==> config.mk <==
export PLATFORM = sky130hd
export DESIGN_NAME = encoder16_stream_flat
export DESIGN_NICKNAME = d
export VERILOG_FILES = /design/src/rtl/encoder_pkg.sv /design/src/rtl/encoder16_stream_if.sv /design/src/rtl/prio_find16.sv /design/src/rtl/encoder16_stream.sv /design/src/flat_wrapper.sv
export SDC_FILE = /design/constraint.sdc
export NUM_CORES = 1
export LEC_CHECK = 0
export ABC_AREA = 1
export ABC_CLOCK_PERIOD_IN_PS = 1600
export BUFFER_PORTS_ARGS = -buffer_cell sky130_fd_sc_hd__buf_4
export CORE_ASPECT_RATIO = 1.5
export CORE_MARGIN = 2
export CORE_UTILIZATION = 40
export CTS_CLUSTER_SIZE = 10
export DETAILED_ROUTE_END_ITERATION = 10
export GPL_ROUTABILITY_DRIVEN = 0
export GPL_TIMING_DRIVEN = 1
export PLACE_DENSITY = 0.74
export REMOVE_ABC_BUFFERS = 1
export SYNTH_ARGS = -nofsm -noshare
export SYNTH_HDL_FRONTEND = slang
export SYNTH_SLANG_ARGS = --single-unit
==> constraint.sdc <==
create_clock -name clk -period 1.6 [get_ports clk]
set_clock_uncertainty 0.05 [all_clocks]
set_input_delay 0.24 -clock clk [delete_from_list [all_inputs] [get_ports clk]]
set_output_delay 0.24 -clock clk [all_outputs]
set_load 0.02 [all_outputs]
==> src/rtl/encoder_pkg.sv <==
// Shared widths, FSM state type and popcount helper for the 16-bit set-bit stream encoder.
package encoder_pkg;

    localparam int unsigned VEC_W = 16;
    localparam int unsigned IDX_W = 4;
    localparam int unsigned CNT_W = 5;

    typedef enum logic {
        IDLE,
        EMIT
    } state_e;

    // Number of set bits in a vector; CNT_W holds 0..16 without wrapping.
    function automatic logic [CNT_W-1:0] popcount(input logic [VEC_W-1:0] v);
        logic [CNT_W-1:0] n;
        n = '0;
        for (int i = 0; i < VEC_W; i++) begin
            n = n + CNT_W'(v[i]);
        end
        return n;
    endfunction

endpackage

==> src/rtl/encoder16_stream_if.sv <==
// Producer (bitmap in) and consumer (index beats out) handshake bundle.
interface encoder16_stream_if;
    import encoder_pkg::*;

    logic             in_valid;
    logic             in_ready;
    logic [VEC_W-1:0] in_vec;
    logic             out_valid;
    logic             out_ready;
    logic [IDX_W-1:0] out_idx;
    logic             out_last;
    logic             out_none;
    logic [CNT_W-1:0] out_count;

    // Encoder side.
    modport slave (
        input  in_valid, in_vec, out_ready,
        output in_ready, out_valid, out_idx, out_last, out_none, out_count
    );

    // Producer/consumer side.
    modport master (
        output in_valid, in_vec, out_ready,
        input  in_ready, out_valid, out_idx, out_last, out_none, out_count
    );

endinterface

==> src/rtl/prio_find16.sv <==
// Combinational finder: index of the lowest (direction=1) or highest (direction=0) set bit.
module prio_find16
    import encoder_pkg::*;
(
    input  logic [VEC_W-1:0] mask,
    input  logic             direction,
    output logic [IDX_W-1:0] idx,
    output logic             found
);

    // Scan so that the last matching assignment is the winning bit.
    always_comb begin
        idx   = '0;
        found = |mask;
        if (direction) begin
            for (int i = VEC_W - 1; i >= 0; i--) begin
                if (mask[i]) idx = IDX_W'(i);
            end
        end else begin
            for (int i = 0; i < VEC_W; i++) begin
                if (mask[i]) idx = IDX_W'(i);
            end
        end
    end

endmodule

==> src/rtl/encoder16_stream.sv <==
// Captures a 16-bit bitmap and streams the index of each set bit, one beat per accept.
module encoder16_stream
    import encoder_pkg::*;
#(
    parameter bit LSB_FIRST = 1'b1
) (
    input logic              clk,
    input logic              rst_n,
    encoder16_stream_if.slave bus
);

    state_e           state_q;
    logic [VEC_W-1:0] mask_q;
    logic [CNT_W-1:0] count_q;
    logic             none_q;

    logic [IDX_W-1:0] find_idx;
    logic             find_found;
    logic             single;
    logic             last;
    logic             emit;

    prio_find16 u_find (
        .mask      (mask_q),
        .direction (LSB_FIRST),
        .idx       (find_idx),
        .found     (find_found)
    );

    // Final beat: one pending bit left, or the single beat of an all-zero vector.
    always_comb begin
        emit   = (state_q == EMIT);
        single = ((mask_q & (mask_q - VEC_W'(1))) == '0);
        last   = emit & (~find_found | single);
    end

    assign bus.in_ready  = (state_q == IDLE);
    assign bus.out_valid = emit;
    assign bus.out_idx   = find_idx;
    assign bus.out_last  = last;
    assign bus.out_none  = emit & none_q;
    assign bus.out_count = count_q;

    // Capture in IDLE, retire one pending bit per accepted beat in EMIT.
    always_ff @(posedge clk or negedge rst_n) begin
        if (!rst_n) begin
            state_q <= IDLE;
            mask_q  <= '0;
            count_q <= '0;
            none_q  <= 1'b0;
        end else begin
            case (state_q)
                IDLE: begin
                    if (bus.in_valid) begin
                        mask_q  <= bus.in_vec;
                        count_q <= popcount(bus.in_vec);
                        none_q  <= (bus.in_vec == '0);
                        state_q <= EMIT;
                    end
                end
                EMIT: begin
                    if (bus.out_ready) begin
                        if (last) begin
                            mask_q  <= '0;
                            state_q <= IDLE;
                        end else begin
                            mask_q <= mask_q & ~(VEC_W'(1) << find_idx);
                        end
                    end
                end
                default: state_q <= IDLE;
            endcase
        end
    end

endmodule

==> src/flat_wrapper.sv <==
// flat-port wrapper written by rule: the top's interface ports become plain ports
module encoder16_stream_flat import encoder_pkg::*;
#(
    parameter bit LSB_FIRST = 1'b1
)
  (clk, rst_n, bus_in_valid, bus_in_vec, bus_out_ready, bus_in_ready, bus_out_valid, bus_out_idx, bus_out_last, bus_out_none, bus_out_count);
  encoder16_stream_if bus_i ();
  input logic clk;
  input logic rst_n;
  input wire logic [$bits(bus_i.in_valid)-1:0] bus_in_valid;
  input wire logic [$bits(bus_i.in_vec)-1:0] bus_in_vec;
  input wire logic [$bits(bus_i.out_ready)-1:0] bus_out_ready;
  output wire logic [$bits(bus_i.in_ready)-1:0] bus_in_ready;
  output wire logic [$bits(bus_i.out_valid)-1:0] bus_out_valid;
  output wire logic [$bits(bus_i.out_idx)-1:0] bus_out_idx;
  output wire logic [$bits(bus_i.out_last)-1:0] bus_out_last;
  output wire logic [$bits(bus_i.out_none)-1:0] bus_out_none;
  output wire logic [$bits(bus_i.out_count)-1:0] bus_out_count;
  assign bus_i.in_valid = bus_in_valid;
  assign bus_i.in_vec = bus_in_vec;
  assign bus_i.out_ready = bus_out_ready;
  assign bus_in_ready = bus_i.in_ready;
  assign bus_out_valid = bus_i.out_valid;
  assign bus_out_idx = bus_i.out_idx;
  assign bus_out_last = bus_i.out_last;
  assign bus_out_none = bus_i.out_none;
  assign bus_out_count = bus_i.out_count;
  encoder16_stream #(.LSB_FIRST(LSB_FIRST)) u_core (.clk(clk), .rst_n(rst_n), .bus(bus_i));
endmodule
==> qor.yml, run 1 <==
fmax_mhz: 283.5
clk_pin_slew_ps: 90
io_pins: 33
vdd_drop_max_v: 0.0006721
drt_iter0_drc: 53
ys_seq_elements: 23
wl_per_cell_um: 13.68
grt_pass1_vias: 2117
seq_area_frac_synth: 0.3129
path_class: "in -> reg"
total_power_mw: 2.826
slew-limit-headroom: 0.7829
startpoint_type: "input pin"
die_y_um: 87.05
final_net_count: 401
layout-drive-gt1-share: 0.4463
finalCritPeriodShare: 2.204
cp-end-kind: "flip-flop"
path_max_fanout: 2
ant_nets: 0
numPlacedInstances: 391
finalSetupViolCount: 12
core_area_um2: 4467
cp.required_ps: 1720
start_util: 0.4118
clock_latency_ps: 270
cts_htree_levels: 1
grt_pass1_wl_mm: 9.177
rows: 30
antenna_found_initial: 0
gr-total-overflow: 0
grt_max_degree: 24
max_slew.worst_pin.slew_ps: 323.6
grt_use_total: 0.2304
cts.sinks: 23
portBuffers: 32
die_w_um: 59.37
vias: 2054
cts_tree: "yes"
clockBufferDepth: 2
dr.pass1.iters: 4
synth_cell_types: 27
pre_cts_ws_ps: -2356
slew_violations: 0
die_area_um2: 5168
syn2layout_area_growth_pct: 62.11
cellLeakagePower_nw: 1.559
cts_root_buf: "clkbuf_8"
hold_path_class: "in -> reg"
wl_mm: 5.621
final_common_cell: "buf_4"
rsz0062_at_grt: "true"
synth_cells: 260
maxCapViolCount: 0
ys_warn_count: 0
via_per_inst: 4.998
finalHoldViolCount: 0
fill_cells: 340
most-common-layout-cells: "90 x buf_4, 51 x nand2_1, 40 x inv_1, 23 x nor2_1, 23 x dfrtp_1"
violations: "setup timing"
drc: 0
avgSynthCellArea_um2: 7.074
final.min_clock_period_ps: 3527
crit_arrival_ps: 3650
status: "complete, but fails checks"
worst_slack_ps: -1927
antenna_cells: 0
p_per_area_nw_per_um2: 947.8
cts_buffers: 3
syn_area_um2: 1839
fin_cells: 411
hpwl_mm: 4.067
==> final cells by class <==
type                            instances  area, µm²  share of cell area
Timing Repair Buffer                  106      862.1              0.2891
Tap cell                               48      60.06             0.02014
Sequential cell                        23      575.6              0.1930
Multi-Input combinational cell        181       1247              0.4184
Clock buffer                            4      45.04             0.01511
Inverter                               49      191.4             0.06420
==> cell families (layout without fill, tap and decap cells) <==
| kind of cell | count (synthesis) | after routing | share of synthesized area |
|---|---|---|---|
| buffers and inverters | 56 | 159 | 0.1150 |
| multiplexers | 1 | 1 | 0.006122 |
| AO/OA/AOI/OAI | 47 | 47 | 0.1374 |
| adder cells (fa/ha/maj) | 17 | 17 | 0.1565 |
| AND/OR/NAND/NOR | 116 | 116 | 0.2721 |
| flip-flops | 23 | 23 | 0.3129 |
==> routing by layer <==
metal	track usage	up-vias	wire length, µm
met3	0.01486	10	158
met1	0.2552	975	2182
li1	-	1021	-
met4	0.08678	0	106
met5	0	-	0
met2	0.4396	48	3173
==> report_power, final <==
group | internal [mW] | switching (mW)
sequential | 0.703 | 0.0978
clock | 0.178 | 0.190
combinational | 0.821 | 0.837
==> stage by stage <==
| step | utilization | hold slack, ps | instance area [µm²] | setup TNS, ps |
|---|---|---|---|---|
| floorplan | - | -105.6 | 1812 | -18690 |
| global placement | 0.5703 | 103.3 | 2547 | -11320 |
| detailed placement | 0.5703 | 104.3 | 2547 | -11600 |
| CTS | 0.6247 | 167.2 | 2790 | -10640 |
| global route | 0.6675 | 182.9 | 2982 | -12580 |
| finish | 0.6675 | 154.2 | 2982 | -11250 |
==> synthesized netlist by cell type <==
master,instances,area share
nand3_1,13,0.035
o31ai_1,1,0.0041
nor2_4,1,0.0061
fa_1,10,0.11
buf_2,1,0.0027
ha_1,7,0.048
inv_2,1,0.0020
nor3_2,1,0.0054
inv_1,48,0.098
nor3b_2,1,0.0068
nand4_1,3,0.010
o41ai_1,1,0.0048
nand2_2,2,0.0068
nand2_1,61,0.12
o211ai_1,1,0.0041
a211oi_1,1,0.0041
o22a_1,1,0.0048
a31oi_1,2,0.0068
dfrtp_1,23,0.31
o21ai_0,25,0.068
nor2_1,28,0.057
clkbuf_1,6,0.012
nor3_1,1,0.0027
a21oi_1,14,0.038
nor2_2,5,0.017
o21ai_1,1,0.0027
mux2_2,1,0.0061
==> flip-flops by register name (all words and copies together) (netlist names) <==
register	cells
u_core.bus.out_count	5
u_core.bus.out_valid	1
u_core.mask_q	16
u_core.none_q	1
==> repair_timing <==
item / 4_1_cts / 5_1_grt
endpoints found under the hold margin: 23 / 0
hold buffers: 1 / 0
endpoints found under the setup margin: 15 / 23
buffers inserted: 13 / 8
pin swaps: 15 / 17
gates resized for setup: 37 / 45
==> worst max-delay path, stage by stage <==
cell     delay, ps
buf_8           80
inv_4           30
ha_4           250
inv_2           30
fa_1           520
fa_1           430
fa_1           460
fa_1           510
inv_1           50
fa_2           350
fa_2           370
nand2_2         70
inv_2           40
o31ai_2        220
==> worst paths after layout <==
| check | slack, ps | start | to | depth (start not counted) |
|---|---|---|---|---|
| worst max register to register | -390 | u_core.mask_q[1] | u_core.bus.out_valid | 11 |
| worst min register to register | 450 | u_core.bus.out_count[0] | u_core.bus.out_count[0] | 2 |
| worst min-delay path | 150 | bus_in_valid | u_core.bus.out_valid | 3 |
| worst max-delay path | -1930 | bus_in_vec[1] | u_core.bus.out_count[2] | 14 |
| max in group asynchronous | 890 | rst_n | u_core.mask_q[7] | 2 |
| min in group asynchronous | 360 | rst_n | u_core.bus.out_valid | 2 |
Power figures use the tool's default switching activity.
==> run 2: changes to the inputs <==
Settings changed: RECOVER_POWER from default to 25.
==> qor.yml, run 2 (synthesis results as in run 1) <==
cts.sinks: 23  # unchanged
cp.required_ps: 1720  # about the same
via_per_inst: 5.000  # was 4.998
numPlacedInstances: 391  # unchanged
startpoint_type: "input pin"  # unchanged
io_pins: 33  # unchanged
grt_use_total: 0.2304  # unchanged
final_net_count: 401  # unchanged
final_common_cell: "buf_4"  # unchanged
wl_per_cell_um: 13.67  # was 13.68 µm
clk_pin_slew_ps: 90  # about the same
pre_cts_ws_ps: -2356  # unchanged
start_util: 0.4118  # unchanged
dr.pass1.iters: 4  # unchanged
maxCapViolCount: 0  # unchanged
startpoint: "bus_in_vec[1]"  # unchanged
p_per_area_nw_per_um2: 948.3  # was 947.8 nW/µm²
drc: 0  # unchanged
tns_ps: -11240  # was -11250 ps
cts_root_buf: "clkbuf_8"  # unchanged
wl_mm: 5.620  # was 5.621 mm
reg2reg_depth: 11  # unchanged
cts_tree: "yes"  # unchanged
slew-limit-headroom: 0.5841  # was 0.7829
most-common-layout-cells: "89 x buf_4, 51 x nand2_1, 40 x inv_1, 23 x nor2_1, 23 x dfrtp_1"  # was 90 x buf_4, 51 x nand2_1, 40 x inv_1, 23 x nor2_1, 23 x dfrtp_1
endpoint: "u_core.bus.out_count[2]"  # unchanged
gr-total-overflow: 0  # unchanged
multi_input_area_um2: 1247  # unchanged
fin_cells: 411  # unchanged
antenna_cells: 0  # unchanged
wl_met2_mm: 3.175  # was 3.173 mm
fmax_mhz: 283.5  # unchanged
hold_path_class: "in -> reg"  # unchanged
cts_buffers: 3  # unchanged
largest_reg_flops: 16  # unchanged
clock_latency_ps: 270  # about the same
top_layer_used: "met4"  # unchanged
cts_htree_levels: 1  # unchanged
clockBufferDepth: 2  # unchanged
portBuffers: 32  # unchanged
layout-drive-gt1-share: 0.4463  # unchanged
ant_nets: 0  # unchanged
grt_max_degree: 24  # unchanged
path_max_fanout: 2  # unchanged
finalSetupViolCount: 12  # unchanged
r2r_slack_ps: -380  # was -390 ps
crit_arrival_ps: 3650  # about the same
final_core_util: 0.6669  # was 0.6675
path_class: "in -> reg"  # unchanged
regArea_um2: 575.6  # unchanged
vdd_drop_max_v: 0.0006721  # about the same
core_area_um2: 4467  # unchanged
rsz0062_at_grt: "true"  # unchanged
timing.rr.end: "u_core.bus.out_valid"  # unchanged
max_slew.worst_pin.slew_ps: 623.9  # was 323.6 ps
rows: 30  # unchanged
die_y_um: 87.05  # unchanged
met1_length_mm: 2.179  # was 2.182 mm
cp-end-kind: "flip-flop"  # unchanged
slew_violations: 0  # unchanged
die_w_um: 59.37  # unchanged
grt_pass1_vias: 2117  # unchanged
antenna_found_initial: 0  # unchanged
grt_pass1_wl_mm: 9.177  # unchanged
finalHoldViolCount: 0  # unchanged
cellLeakagePower_nw: 1.558  # was 1.559 nW
fill_cells: 341  # was 340
status: "complete, but fails checks"  # unchanged
drt_iter0_drc: 53  # unchanged
worst_slack_ps: -1927  # unchanged
final.min_clock_period_ps: 3527  # unchanged
r2r-start: "u_core.mask_q[1]"  # unchanged
vias: 2055  # was 2054
die_area_um2: 5168  # unchanged
top_register: "u_core.mask_q"  # unchanged
syn2layout_area_growth_pct: 61.97  # was 62.11%
finalCritPeriodShare: 2.204  # unchanged
wl_met3_um: 158  # unchanged
hpwl_mm: 4.067  # unchanged
violations: "setup timing"  # unchanged
[run 2: cell types whose count changed in the layout (fill, tap and decap cells not counted), sizes merged]
| cell | delta |
|---|---|
| clkbuf | +1 |
| buf | -1 |
[run 2: stage by stage]
stage | power, mW | hold WS [ps] | instance area, µm²
after floorplan | 1.516 | -105.6 | 1812
after global placement | 2.046 | 103.3 | 2547
after detailed placement | 2.094 | 104.3 | 2547
after CTS | 2.612 | 167.2 | 2790
after global routing | 3.043 | 182.9 | 2979
final | 2.825 | 154.2 | 2979
[run 2: final cells by class]
cell class                 count  area share
multi-input combinational    181      0.4187
clock buffer                   4     0.01512
inverter                      49     0.06426
tap                           48     0.02016
timing repair buffer         106      0.2885
sequential                    23      0.1932
[run 2: worst min path at each step]
stage | start | end | slack (ps) | depth (start not counted)
6_report | bus_in_valid | u_core.bus.out_valid | 150 | 3
5_1_grt | bus_in_valid | u_core.bus.out_valid | 180 | 3
4_1_cts | bus_in_valid | u_core.bus.out_valid | 170 | 3
3_5_place_dp | rst_n | u_core.mask_q[1] | 100 | 1
3_3_place_gp | rst_n | u_core.mask_q[1] | 100 | 1
2_1_floorplan | rst_n | u_core.bus.out_count[0] | -110 | 0
[run 2: where the power goes]
part	internal, mW	switching (mW)	total [mW]
Clock	0.178	0.190	0.368
Combinational	0.820	0.837	1.66
Sequential	0.702	0.0978	0.800
Total	1.70	1.12	2.83
[run 2: timing repair]
action                                  4_1_cts  5_1_grt
resized for setup                            37       45
setup buffers                                13        8
endpoints found under the setup margin       15       23
hold endpoints to repair                     23        0
pin swaps                                    15       17
gates cloned                                  0        0
hold buffers                                  1        0
[run 2: critical path: stages]
cell,delay (ps)
buf_8,80
inv_4,30
ha_4,250
inv_2,30
fa_1,520
fa_1,430
fa_1,460
fa_1,510
inv_1,50
fa_2,350
fa_2,370
nand2_2,70
inv_2,40
o31ai_2,220
[run 2: routing by layer]
layer / up-vias / global-route usage
li1: 1021 / -
met1: 976 / 0.2552
met2: 48 / 0.4396
met3: 10 / 0.01486
met4: 0 / 0.08678
met5: - / 0
